File: src/rtl/stopwatch_pkg.sv
// rtl/stopwatch_pkg.sv - shared types and constants for the stopwatch button front end
package stopwatch_pkg;

    typedef enum logic [1:0] {
        IDLE         = 2'd0,
        PRESS_WAIT   = 2'd1,
        PRESSED      = 2'd2,
        RELEASE_WAIT = 2'd3
    } btn_state_t;

    // Coming out of reset as if the button were held means a press
    // in progress at reset can never produce an impulse.
    localparam btn_state_t BTN_RESET_STATE = PRESSED;

    localparam int unsigned DEBOUNCE_MIN = 2;
    localparam int unsigned DEBOUNCE_MAX = 65535;

    function automatic int unsigned debounce_cnt_width(input int unsigned cycles);
        return (cycles < DEBOUNCE_MIN) ? 1 : $clog2(cycles);
    endfunction

endpackage

File: src/rtl/button_pulser_if.sv
// rtl/button_pulser_if.sv - raw button inputs and debounced impulse outputs
interface button_pulser_if;

    logic btn_start_stop;
    logic btn_lap;
    logic start_stop;
    logic lap_time;

    modport master (
        output btn_start_stop,
        output btn_lap,
        input  start_stop,
        input  lap_time
    );

    modport slave (
        input  btn_start_stop,
        input  btn_lap,
        output start_stop,
        output lap_time
    );

endinterface

File: src/rtl/button_debounce.sv
// rtl/button_debounce.sv - one button channel: synchronizer, debounce FSM, impulse register
module button_debounce
    import stopwatch_pkg::*;
#(
    parameter int unsigned DEBOUNCE_CYCLES = 10000
) (
    input  logic clk,
    input  logic res,
    input  logic btn,
    output logic pulse
);

    localparam int unsigned CNT_W = debounce_cnt_width(DEBOUNCE_CYCLES);
    localparam logic [CNT_W-1:0] CNT_LAST = CNT_W'(DEBOUNCE_CYCLES - 1);

    logic             sync_meta;
    logic             sync_s;
    btn_state_t       state;
    btn_state_t       state_next;
    logic [CNT_W-1:0] cnt;
    logic [CNT_W-1:0] cnt_next;
    logic             pulse_next;

    always_ff @(posedge clk) begin
        if (res) begin
            sync_meta <= 1'b0;
            sync_s    <= 1'b0;
        end else begin
            sync_meta <= btn;
            sync_s    <= sync_meta;
        end
    end

    always_ff @(posedge clk) begin
        if (res) begin
            state <= BTN_RESET_STATE;
            cnt   <= '0;
            pulse <= 1'b0;
        end else begin
            state <= state_next;
            cnt   <= cnt_next;
            pulse <= pulse_next;
        end
    end

    // The counter leaves each wait state at CNT_LAST, so it cannot wrap.
    always_comb begin
        state_next = state;
        cnt_next   = '0;
        pulse_next = 1'b0;
        unique case (state)
            IDLE: begin
                if (sync_s) begin
                    state_next = PRESS_WAIT;
                end
            end
            PRESS_WAIT: begin
                if (!sync_s) begin
                    state_next = IDLE;
                end else if (cnt == CNT_LAST) begin
                    state_next = PRESSED;
                    pulse_next = 1'b1;
                end else begin
                    cnt_next = cnt + CNT_W'(1);
                end
            end
            PRESSED: begin
                if (!sync_s) begin
                    state_next = RELEASE_WAIT;
                end
            end
            RELEASE_WAIT: begin
                if (sync_s) begin
                    state_next = PRESSED;
                end else if (cnt == CNT_LAST) begin
                    state_next = IDLE;
                end else begin
                    cnt_next = cnt + CNT_W'(1);
                end
            end
            default: begin
                state_next = BTN_RESET_STATE;
            end
        endcase
    end

endmodule

File: src/rtl/button_pulser.sv
// rtl/button_pulser.sv - two independent debounced impulse channels for the stopwatch buttons
module button_pulser
    import stopwatch_pkg::*;
#(
    parameter int unsigned DEBOUNCE_CYCLES = 10000
) (
    input  logic           clk,
    input  logic           res,
    button_pulser_if.slave bus
);

    button_debounce #(
        .DEBOUNCE_CYCLES(DEBOUNCE_CYCLES)
    ) u_start_stop (
        .clk  (clk),
        .res  (res),
        .btn  (bus.btn_start_stop),
        .pulse(bus.start_stop)
    );

    button_debounce #(
        .DEBOUNCE_CYCLES(DEBOUNCE_CYCLES)
    ) u_lap (
        .clk  (clk),
        .res  (res),
        .btn  (bus.btn_lap),
        .pulse(bus.lap_time)
    );

endmodule
File: src/flat_wrapper.sv
// flat-port wrapper written by rule: the top's interface ports become plain ports
module button_pulser_flat import stopwatch_pkg::*;
#(
    parameter int unsigned DEBOUNCE_CYCLES = 10000
)
  (clk, res, bus_btn_start_stop, bus_btn_lap, bus_start_stop, bus_lap_time);
  button_pulser_if bus_i ();
  input  logic clk;
  input  logic res;
  input wire logic [$bits(bus_i.btn_start_stop)-1:0] bus_btn_start_stop;
  input wire logic [$bits(bus_i.btn_lap)-1:0] bus_btn_lap;
  output wire logic [$bits(bus_i.start_stop)-1:0] bus_start_stop;
  output wire logic [$bits(bus_i.lap_time)-1:0] bus_lap_time;
  assign bus_i.btn_start_stop = bus_btn_start_stop;
  assign bus_i.btn_lap = bus_btn_lap;
  assign bus_start_stop = bus_i.start_stop;
  assign bus_lap_time = bus_i.lap_time;
  button_pulser #(.DEBOUNCE_CYCLES(DEBOUNCE_CYCLES)) u_core (.clk(clk), .res(res), .bus(bus_i));
endmodule
File: config.mk
export PLATFORM = sky130hd
export DESIGN_NAME = button_pulser_flat
export DESIGN_NICKNAME = d
export VERILOG_FILES = /design/src/rtl/stopwatch_pkg.sv /design/src/rtl/button_pulser_if.sv /design/src/rtl/button_debounce.sv /design/src/rtl/button_pulser.sv /design/src/flat_wrapper.sv
export SDC_FILE = /design/constraint.sdc
export NUM_CORES = 1
export LEC_CHECK = 0
export BUFFER_PORTS_ARGS = -buffer_cell sky130_fd_sc_hd__buf_4
export CAP_MARGIN = 20
export CORE_AREA = 3 3 69 71
export DETAILED_ROUTE_END_ITERATION = 10
export DIE_AREA = 0 0 72 74
export PLACE_DENSITY = 0.5
export SETUP_SLACK_MARGIN = 0.5
export SLEW_MARGIN = 10
export SYNTH_ARGS = -nofsm -noshare
export SYNTH_HDL_FRONTEND = slang
export SYNTH_SLANG_ARGS = --single-unit
File: constraint.sdc
create_clock -name clk -period 2.55 [get_ports clk]
set_input_delay 0.255 -clock clk [delete_from_list [all_inputs] [get_ports clk]]
set_output_delay 0.255 -clock clk [all_outputs]
set_load 0.01 [all_outputs]
==> impl_results.md, run 1 <==
- Initial core utilization: between 30 and 40%
- I/O Buffers: 5
- Post-synth ARST share: 0%
- Period utilization: 76.0%
- Worst VDD drop: between 0.2 and 0.25 mV
- Grt total ovfl: 0
- CTS tree: yes
- CTS Buffer Depth: 2
- Pwr dens: a little under 600 mW/mm2
- LEAKAGE: between 0.5 and 0.6 nW
- Seq cells post-synth: 38
- RR Startpoint: u_core.u_start_stop.cnt[1]$_SDFF_PP0_
- Hold Path Stages: 2
- Final worst slack: 0.613 ns
- Final worst path period need: 1.94 ns
- Largest net degree at the start of global routing: 14
- Post-synthesis sequential area ratio: 47.9%
- Post-synth EDFFs: 0
- Simple-gate share of the synthesized area: 29.2%
- Place WS: 0.355 ns
- Post-Synth XOR/XNOR Area: between 10% and 20%
- Biggest regs: u_core.u_lap.cnt (14), u_core.u_start_stop.cnt (14)
- Startpoint Class: flip-flop
- Critical path capture point type: flip-flop
- Mapped cell area: 0.00159 mm2
- Max Cap Viol: 0
- Largest family of logic cells by synthesized area: simple AND/OR/NAND/NOR gates
- Unrepaired setup endpoints after global routing: no
- Synth area leader: dfxtp_1
- Vias per std cell: 4.83
- Crit-path slowest cell: or4_4
- Multi-input gate area: roughly 780 um2
- Worst path arrival time: 2.17 ns
- R2R setup slack: 0.61 ns
- Initial antenna violation count: 0
- Commonest cells in the netlist: dfxtp_1, nor2_1, xnor2_1
- DR pass1 iterations: 4
- Fin area: 0.00181 mm2
- Syn. warnings: 0
- H-Tree Depth: 2
- Fill cells: about 460
- WP data required: 2.78 ns
- Ports: 6
- Gpl congestion: 0.771
- Nets: 191
- Rel. slew slack: 75.4%
- Avg Inst Size Synth: 9.18 um2
- Inst Count DP: 227
- Hold Crit Class: in2reg
- Endpoints failing hold: 0
- Crit-path cells: ha_2 > nand3_2 > or4_4 > nor4b_1 > and4_1
- Max-slew violation count: 0
- Mux cell area share after synthesis: less than 1%
- Total Neg Setup Slack: 0 ns
- FF-to-FF End: u_core.u_start_stop.pulse$_SDFF_PP0_
- Sequential Area: 762 um2
- Layout cells sized above 1: 12.9%
- WP buf/inv: 0
- Vias: 1,150
- Post-detail-place hpwl: 1.90 mm
- Clock Latency Late Sink: 0.29 ns
- Hold worst-path end: u_core.u_lap.sync_meta$_SDFF_PP0_
- Worst reg2reg path depth: 5
- # DRC: 0
- Worst-Margin Slew: about 0.37 ns
- Post-Route WL: 2.83 mm
- Root buf cell: clkbuf_8
- Die width: about 72 um
- WL/cell: 11.9 um
- DR iter-0 viols: 76
- Hold_ws: between 0.15 and 0.2 ns
- Clk pin slew, worst setup/hold paths: ~0.080 ns
- Number of antenna-violating nets in the routed design: 0
- Worst Skew: 0.00876 ns
- Top FF cell, synth: dfxtp_1
- Post-synth top area share: 47.9%
- Status: completed
- Die footprint: 0.00533 mm2
- CTS Hold Bufs: 0
- First-pass GRT wire length: 4.86 mm
- TritonCTS Sinks: 38
- Share of synthesized cell area in full adder, half adder and majority cells: 1.58%
- Post-Layout Cell Count: about 240
- Compound-gate portion of the synthesized area: 2.60%
- Synth top area cells: dfxtp_1, xnor2_1, nor2_1
- Max stage delay on crit path: 0.56 ns
- Diode count: 0
- TritonCTS Buffers: 5
- Hold path start: bus_btn_lap
- Final Setup Violations: 0
- Post-synth cell types: 30
- Number of global-route vias before repair: 1,102
- Highest Clock Rate: 516 MHz
- Cells after Synth: between 150 and 200
- Family with the most delay on the worst path: simple AND/OR/NAND/NOR gates
- Row cnt: 24
- Setup CP Type: reg2reg
- Crit Path Max Fanout: 6
- Die height: 74 um
- Core ar.: roughly 0.0043 mm2
- Syn Nets: 179
- Placed cell area: approximately 0.0017 mm2
- Layout area overhead: 13.9%
- Gr usage total: 11.7%
- Most frequent cell after synthesis: dfxtp_1
## routing by layer
metal	routed length [um]	vias up	part of all wire [%]	GRT usage (%)
li1	-	601	-	-
met1	1480	531	52	15.6
met2	1200	13	42	17.0
met3	100	5	3.5	3.78
met4	50	0	1.8	6.26
met5	0	-	0	0
## cell type report
| class | count | area share (%) |
|---|---|---|
| Multi-Input combinational cell | 122 | 42.9 |
| Sequential cell | 38 | 42.1 |
| Clock buffer | 6 | 4.57 |
| Timing Repair Buffer | 8 | 4.01 |
| Tap cell | 52 | 3.60 |
| Inverter | 10 | 2.08 |
| Clock inverter | 2 | 0.692 |
## power breakdown
part	internal (mW)	leakage, nW	switching [mW]	total, mW
Clock	0.217	0.0472	0.210	0.427
Sequential	0.601	0.308	0.00730	0.608
Combinational	0.0178	0.230	0.0171	0.0349
Total	0.836	0.586	0.234	1.07
## logic make-up after synthesis
family          after synthesis
mux                           1
buf+inv                      13
simple gates                 90
flops                        38
compound gates                3
xor+xnor                     26
fa+ha+maj                     2
## worst max-delay path by stage
stage                                           from                                      to  cells past startpoint
6_report       u_core.u_start_stop.cnt[1]$_SDFF_PP0_    u_core.u_start_stop.pulse$_SDFF_PP0_                      5
5_1_grt        u_core.u_start_stop.cnt[1]$_SDFF_PP0_    u_core.u_start_stop.pulse$_SDFF_PP0_                      5
4_1_cts        u_core.u_start_stop.cnt[0]$_SDFF_PP0_                               flip-flop                      5
3_5_place_dp   u_core.u_start_stop.cnt[0]$_SDFF_PP0_  u_core.u_start_stop.cnt[12]$_SDFF_PP0_                      5
3_3_place_gp   u_core.u_start_stop.cnt[0]$_SDFF_PP0_   u_core.u_start_stop.cnt[9]$_SDFF_PP0_                      5
2_1_floorplan  u_core.u_start_stop.cnt[0]$_SDFF_PP0_  u_core.u_start_stop.cnt[10]$_SDFF_PP0_                      6
## placed cells by master, fill, tap and decap left out, drive strengths merged, types with 6 or more instances in the layout
cell	instances
dfxtp	38
nor2	37
xnor2	22
inv	10
nand3	10
nand2	8
buf	8
nor3	7
nor4	7
clkbuf	6
## through the flow
stage,utilization (%),power (mW)
after floorplan,-,0.643
after global placement,38.8,0.648
after detailed placement,38.8,0.650
after CTS,41.5,1.09
after global routing,42.1,1.11
final,42.1,1.07
## repair_timing
action / in CTS / in global routing
endpoints found under the setup margin: 13 / 27
resized for setup: 0 / 3
pin swaps: 1 / 0
buffers inserted: 1 / 2
## worst reg2reg max path: stages, from the launching register on
cell	delay, ns
dfxtp_1	0.37
ha_2	0.21
nand3_2	0.14
or4_4	0.56
nor4b_1	0.35
and4_1	0.24
(Power assumes the default switching activity.)
==> inputs of run 2 (changes only) <==
--- a/config.mk
+++ b/config.mk
@@ -10,7 +10,7 @@
 export CORE_AREA = 3 3 69 71
 export DETAILED_ROUTE_END_ITERATION = 10
 export DIE_AREA = 0 0 72 74
-export PLACE_DENSITY = 0.5
+export PLACE_DENSITY = 0.52
 export SETUP_SLACK_MARGIN = 0.5
 export SLEW_MARGIN = 10
 export SYNTH_ARGS = -nofsm -noshare
==> constraint.sdc (replaced) <==
create_clock -name clk -period 1.57 [get_ports clk]
set_input_delay 0.157 -clock clk [delete_from_list [all_inputs] [get_ports clk]]
set_output_delay 0.157 -clock clk [all_outputs]
set_load 0.01 [all_outputs]
==> run 2 against run 1 <==
The run now ends with negative setup slack left. Register-to-register slack worse by 0.79 ns. Die area did not move. Clock skew fell by 0.0070 ns. Worst hold slack got worse by 0.097 ns. Count of clock-buffer cells in the layout fell by 1. Global-route usage is 1.0 points higher. Setup slack lost 0.79 ns. Via count rose by 6.7%. Sequential power grew 63%. Routed wire length rose by 4.9%. Largest power group unchanged.
==> impl_results.md, run 2 (synthesized netlist as in run 1, its figures left out) <==
- Status: finished, violations left
- Failing checks: negative setup slack
- Final worst path period need: 1.74 ns (-0.194 ns)
- Multi-input gate area: 835 um2 (+7.6%)
- Crit-path cells: ha_4 > nand3_4 > or4_4 > o311ai_4 > buf_12 > nor2_1
- WP data required: 1.75 ns (-1.03 ns)
- Worst VDD drop: 0.516 mV (+130%)
- Post-detail-place hpwl: 2.17 mm (+14%)
- I/O Buffers: 5 (unchanged)
- Final Setup Violations: 29 (+29)
- Clk pin slew, worst setup/hold paths: 0.07 ns (about the same)
- Rel. slew slack: 76.5% (+1.1 points)
- Setup CP Type: reg2reg
- Critical path capture point type: flip-flop
- CTS tree: yes
- Place WS: -0.172 ns (-0.527 ns)
- Worst Skew: 0.00174 ns (-0.00702 ns)
- Worst-Margin Slew: 0.347 ns (-0.0204 ns)
- CTS Hold Bufs: 0 (unchanged)
- Gpl congestion: 0.742 (-3.7%)
- Endpoints failing hold: 0 (unchanged)
- Largest net degree at the start of global routing: 14 (unchanged)
- Period utilization: 111% (+35 points)
- DR iter-0 viols: 46 (-39%)
- Commonest non-fill, non-tap cell in the layout: nor2_1
- Highest Clock Rate: 574 MHz (+11%)
- Crit-path slowest cell: or4_4
- Vias per std cell: 4.76 (-1.6%)
- Max-slew violation count: 0 (unchanged)
- Die footprint: 0.00533 mm2 (unchanged)
- Ports: 6 (unchanged)
- CP Depth: 6 (+1)
- Initial antenna violation count: 0 (unchanged)
- Row cnt: 24 (unchanged)
- Die width: 72 um (unchanged)
- Pwr dens: 904 mW/mm2 (+53%)
- Family with the most delay on the worst path: simple AND/OR/NAND/NOR gates
- Grt total ovfl: 0 (unchanged)
- Max Cap Viol: 0 (unchanged)
- Root buf cell: clkbuf_8
- # DRC: 0 (unchanged)
- Commonest non-fill, non-tap cells in the layout: nor2_1, dfxtp_1, buf_4
- Gr usage total: 12.8% (+1.0 points)
- Worst reg2reg path depth: 6 (+1)
- H-Tree Depth: 2 (unchanged)
- TritonCTS Sinks: 38 (unchanged)
- Final worst slack: -0.173 ns (-0.786 ns)
- WL/cell: 11.5 um (-3.3%)
- TritonCTS Buffers: 5 (unchanged)
- Vias: 1,227 (+6.7%)
- Fill cells: 421 (-7.5%)
- Initial core utilization: 37.0% (unchanged)
- Number of global-route vias before repair: 1,245 (+13%)
- Sequential Area: 767 um2 (+0.66%)
- Nets: 211 (+10%)
- Biggest regs: u_core.u_lap.cnt (14), u_core.u_start_stop.cnt (14)
- Total Neg Setup Slack: -3.27 ns (-3.27 ns)
- Clock Latency Late Sink: 0.28 ns (about the same)
- First-pass GRT wire length: 5.13 mm (+5.7%)
- Diode count: 0 (unchanged)
- WP buf/inv: 1 (+1)
- Die height: 74 um (unchanged)
- Hold Crit Class: in2reg
- Unrepaired setup endpoints after global routing: yes
- DR pass1 iterations: 4 (unchanged)
- Startpoint Class: flip-flop
- CTS Buffer Depth: 2 (unchanged)
- LEAKAGE: 0.716 nW (+22%)
- Number of antenna-violating nets in the routed design: 0 (unchanged)
- Layout cells sized above 1: 26.2% (+13 points)
- Max stage delay on crit path: 0.57 ns (about the same)
- Core ar.: 0.00429 mm2 (unchanged)
- Crit Path Max Fanout: 13 (+7)
- Layout area overhead: 29.0%
- Post-Route WL: 2.97 mm (+4.9%)
- Hold Path Stages: 2 (unchanged)
- Worst path arrival time: 1.92 ns (-0.25 ns)
[run 2: layer usage]
layer,up-vias,global-route usage (%),routed length [um]
met4,0,6.47,44
met1,575,12.6,1200
li1,639,-,-
met5,-,0,0
met3,5,4.05,75
met2,8,24.1,1650
[run 2: path summary, 6_finish.rpt]
check	startpoint	endpoint	slack, ns
setup / recovery	u_core.u_start_stop.cnt[1]$_SDFF_PP0_	u_core.u_start_stop.cnt[4]$_SDFF_PP0_	-0.17
hold / removal	bus_btn_start_stop	u_core.u_start_stop.sync_meta$_SDFF_PP0_	0.08
setup reg to reg	u_core.u_start_stop.cnt[1]$_SDFF_PP0_	u_core.u_start_stop.cnt[4]$_SDFF_PP0_	-0.17
hold reg to reg	u_core.u_lap.sync_meta$_SDFF_PP0_	u_core.u_lap.sync_s$_SDFF_PP0_	0.44
[run 2: per-stage QoR]
| step | utilization [%] | hold WS, ns | total power, mW | area, um2 | instances |
|---|---|---|---|---|---|
| after detailed placement | 43.9 | 0.374 | 1.08 | 1890 | 249 |
| after global placement | 43.9 | 0.373 | 1.07 | 1890 | 249 |
| final | 47.7 | 0.0803 | 1.85 | 2050 | 258 |
| after CTS | 47.2 | 0.0668 | 1.88 | 2030 | 258 |
| after global routing | 47.7 | 0.0782 | 1.94 | 2050 | 258 |
| after floorplan | - | 0.285 | 1.05 | 1620 | 173 |
[run 2: cell type report]
type | instances | share of cell area (%)
clock buffer | 5 | 3.36
clock inverter | 3 | 1.95
inverter | 10 | 1.83
multi-input combinational | 122 | 40.7
sequential | 38 | 37.4
tap | 52 | 3.18
timing repair buffer | 28 | 11.5
[run 2: power breakdown]
group / switching [mW] / total [mW] / internal [mW]
combinational: 0.0297 / 0.0673 / 0.0376
sequential: 0.0119 / 0.989 / 0.977
clock: 0.328 / 0.795 / 0.467
[run 2: what timing repair did]
action                     in CTS  in global routing
setup buffers                   1                  0
hold endpoints to repair        0                  0
gates resized for setup         5                  4
setup endpoints to repair      32                 32
==> inputs of run 3 (changes only) <==
--- a/config.mk
+++ b/config.mk
@@ -5,12 +5,12 @@
 export SDC_FILE = /design/constraint.sdc
 export NUM_CORES = 1
 export LEC_CHECK = 0
-export BUFFER_PORTS_ARGS = -buffer_cell sky130_fd_sc_hd__buf_4
 export CAP_MARGIN = 20
 export CORE_AREA = 3 3 69 71
 export DETAILED_ROUTE_END_ITERATION = 10
 export DIE_AREA = 0 0 72 74
-export PLACE_DENSITY = 0.52
+export DONT_BUFFER_PORTS = 1
+export PLACE_DENSITY = 0.51
 export SETUP_SLACK_MARGIN = 0.5
 export SLEW_MARGIN = 10
 export SYNTH_ARGS = -nofsm -noshare
==> run 3 against run 2 <==
Worst hold slack lost 0.069 ns. Register-to-register slack barely moved. The flow still finishes with violations (negative setup slack). Count of clock-buffer cells in the layout is 1 higher. Final cell count did not move. First-iteration DRC count rose by 6.5%. Cell area is 3.5% higher. Routed wire length rose by 10%. Clock skew up 0.0044 ns.
==> impl_results.md, run 3 (synthesized netlist as in run 1, its figures left out) <==
- Status: finished, violations left
- Failing checks: negative setup slack
- CP Depth: 6 (unchanged)
- Root buf cell: clkbuf_8
- Critical path capture point type: flip-flop
- Clock power share: 48.9% (+6.0 points)
- Post-Route WL: 3.27 mm (+10%)
- Rel. slew slack: 72.2% (-4.3 points)
- Clock Latency Late Sink: 0.29 ns (about the same)
- Hold path start: bus_btn_start_stop
- Gr usage total: 13.3% (+0.58 points)
- Vias: 1,248 (+1.7%)
- Final worst slack: -0.170 ns (+0.00359 ns)
- Core ar.: 0.00429 mm2 (unchanged)
- Ports: 6 (unchanged)
- Power Total: 2.07 mW (+12%)
- Sw frac: 18.4% (-1.6 points)
- WP data required: 1.75 ns (about the same)
- Number of global-route vias before repair: 1,276 (+2.5%)
- Diode count: 0 (unchanged)
- Setup CP Type: reg2reg
- RR Startpoint: u_core.u_start_stop.cnt[1]$_SDFF_PP0_
- CTS tree: yes
- Endpoints failing hold: 0 (unchanged)
- Final worst path period need: 1.74 ns (-0.00359 ns)
- Unrepaired setup endpoints after global routing: yes
- Place WS: -0.181 ns (-0.00878 ns)
- DR pass1 iterations: 4 (unchanged)
- Crit-path cells: ha_4 > nand3_4 > or4_4 > o311ai_4 > buf_12 > nor2_1
- Commonest non-fill, non-tap cells in the layout: dfxtp_1, nor2_1, xnor2_1, buf_4, nor2_2
- Seq pwr share: 47.6% (-5.8 points)
- Family with the most delay on the worst path: simple AND/OR/NAND/NOR gates
- Layout area overhead: 33.6%
- Biggest regs: u_core.u_lap.cnt (14), u_core.u_start_stop.cnt (14)
- Row cnt: 24 (unchanged)
- Post-detail-place hpwl: 2.27 mm (+4.5%)
- TritonCTS Buffers: 5 (unchanged)
- Initial core utilization: 37.0% (unchanged)
- DR iter-0 viols: 49 (+6.5%)
- Max Cap Viol: 0 (unchanged)
- Fill cells: 413 (-1.9%)
- Worst reg2reg path depth: 6 (unchanged)
- Layout cells sized above 1: 31.1% (+4.9 points)
- Initial antenna violation count: 0 (unchanged)
- Grt total ovfl: 0 (unchanged)
- WP buf/inv: 1 (unchanged)
- Worst path arrival time: 1.92 ns (about the same)
- Crit-path slowest cell: or4_4
- Sw power: 381 uW (+3.2%)
- I/O Buffers: 0 (-5)
- Die footprint: 0.00533 mm2 (unchanged)
- WL/cell: 12.7 um (+10%)
- # DRC: 0 (unchanged)
- Max stage delay on crit path: 0.57 ns (about the same)
- Worst Skew: 0.00610 ns (+0.00436 ns)
- Pwr dens: 978 mW/mm2 (+8.2%)
- Vias per std cell: 4.84 (+1.7%)
- Gpl congestion: 0.765 (+3.1%)
- Die width: 72 um (unchanged)
- Hold Path Stages: 1 (-1)
- Launch point of the worst path: u_core.u_start_stop.cnt[1]$_SDFF_PP0_
- Worst-Margin Slew: 0.413 ns (+0.0658 ns)
- LEAKAGE: 0.712 nW (-0.60%)
- Hold Crit Class: in2reg
- Int Pwr: 1.69 mW (+14%)
- Die height: 74 um (unchanged)
- CTS Buffer Depth: 2 (unchanged)
- Number of antenna-violating nets in the routed design: 0 (unchanged)
- Period utilization: 111% (-0.23 points)
- Combinational Power Share: 3.5% (about the same)
- Startpoint Class: flip-flop
- Max-slew violation count: 0 (unchanged)
- Final Setup Violations: 29 (unchanged)
- Commonest non-fill, non-tap cell in the layout: dfxtp_1
- TritonCTS Sinks: 38 (unchanged)
- Largest net degree at the start of global routing: 14 (unchanged)
- Nets: 211 (unchanged)
- Crit Path Max Fanout: 13 (unchanged)
- H-Tree Depth: 2 (unchanged)
- Clk pin slew, worst setup/hold paths: 0.07 ns (about the same)
- Highest Clock Rate: 575 MHz (+0.21%)
- Worst VDD drop: 0.673 mV (+31%)
- First-pass GRT wire length: 5.42 mm (+5.6%)
[run 3: cell count changes in the layout (fill, tap and decap cells not counted), sizes merged]
| cell | previous run | this run |
|---|---|---|
| clkbuf | 5 | 6 |
| dlygate4sd3 | 0 | 2 |
| clkinv | 2 | 0 |
| buf | 28 | 26 |
| bufinv | 1 | 2 |
[run 3: power groups by stage]
| stage | registers [mW] | logic (mW) | clock network (mW) |
|---|---|---|---|
| floorplan | 1.01 | 0.0399 | 0 |
| global placement | 1.01 | 0.0554 | 0 |
| detailed placement | 1.01 | 0.0583 | 0 |
| CTS | 0.986 | 0.0717 | 1.04 |
| global route | 0.988 | 0.0802 | 1.08 |
| finish | 0.987 | 0.0728 | 1.01 |
[run 3: routing by layer]
layer	global-route usage [%]	vias up	share of wire, %
li1	-	639	-
met1	13.6	592	42
met2	24.8	13	55
met3	5.00	4	2.6
met4	5.22	0	0.89
met5	0	-	0
[run 3: final timing paths]
path,slack [ns],endpoint
setup / recovery,-0.17,u_core.u_start_stop.cnt[6]$_SDFF_PP0_
hold / removal,0.01,u_core.u_start_stop.sync_meta$_SDFF_PP0_
setup reg to reg,-0.17,u_core.u_start_stop.cnt[6]$_SDFF_PP0_
hold reg to reg,0.44,u_core.u_start_stop.sync_s$_SDFF_PP0_
[run 3: area by class of cell]
class / count / area, um2 / area share, %
clock buffer: 6 / 82.6 / 3.89
clock inverter: 2 / 60.1 / 2.83
inverter: 10 / 37.5 / 1.77
multi-input combinational: 122 / 870 / 41.0
sequential: 38 / 767 / 36.2
tap: 52 / 65.1 / 3.07
timing repair buffer: 28 / 239 / 11.3
[run 3: per-stage QoR]
step | std cells | hold slack, ns | setup TNS [ns] | cell area (um2) | utilization, %
detailed placement | 246 | 0.231 | -3.07 | 1850 | 43.1
floorplan | 173 | 0.285 | -2.18 | 1620 | -
global route | 258 | 0.0121 | -5.38 | 2120 | 49.4
global placement | 246 | 0.230 | -2.72 | 1850 | 43.1
finish | 258 | 0.0113 | -3.47 | 2120 | 49.4
CTS | 258 | 0.0120 | -3.39 | 2070 | 48.3
[run 3: what timing repair did]
action,CTS,global route
hold buffers,2,0
cloned,1,0
endpoints found under the setup margin,32,32
pin swaps,1,0
resized for setup,11,12
hold endpoints to repair,5,0
setup buffers,1,0
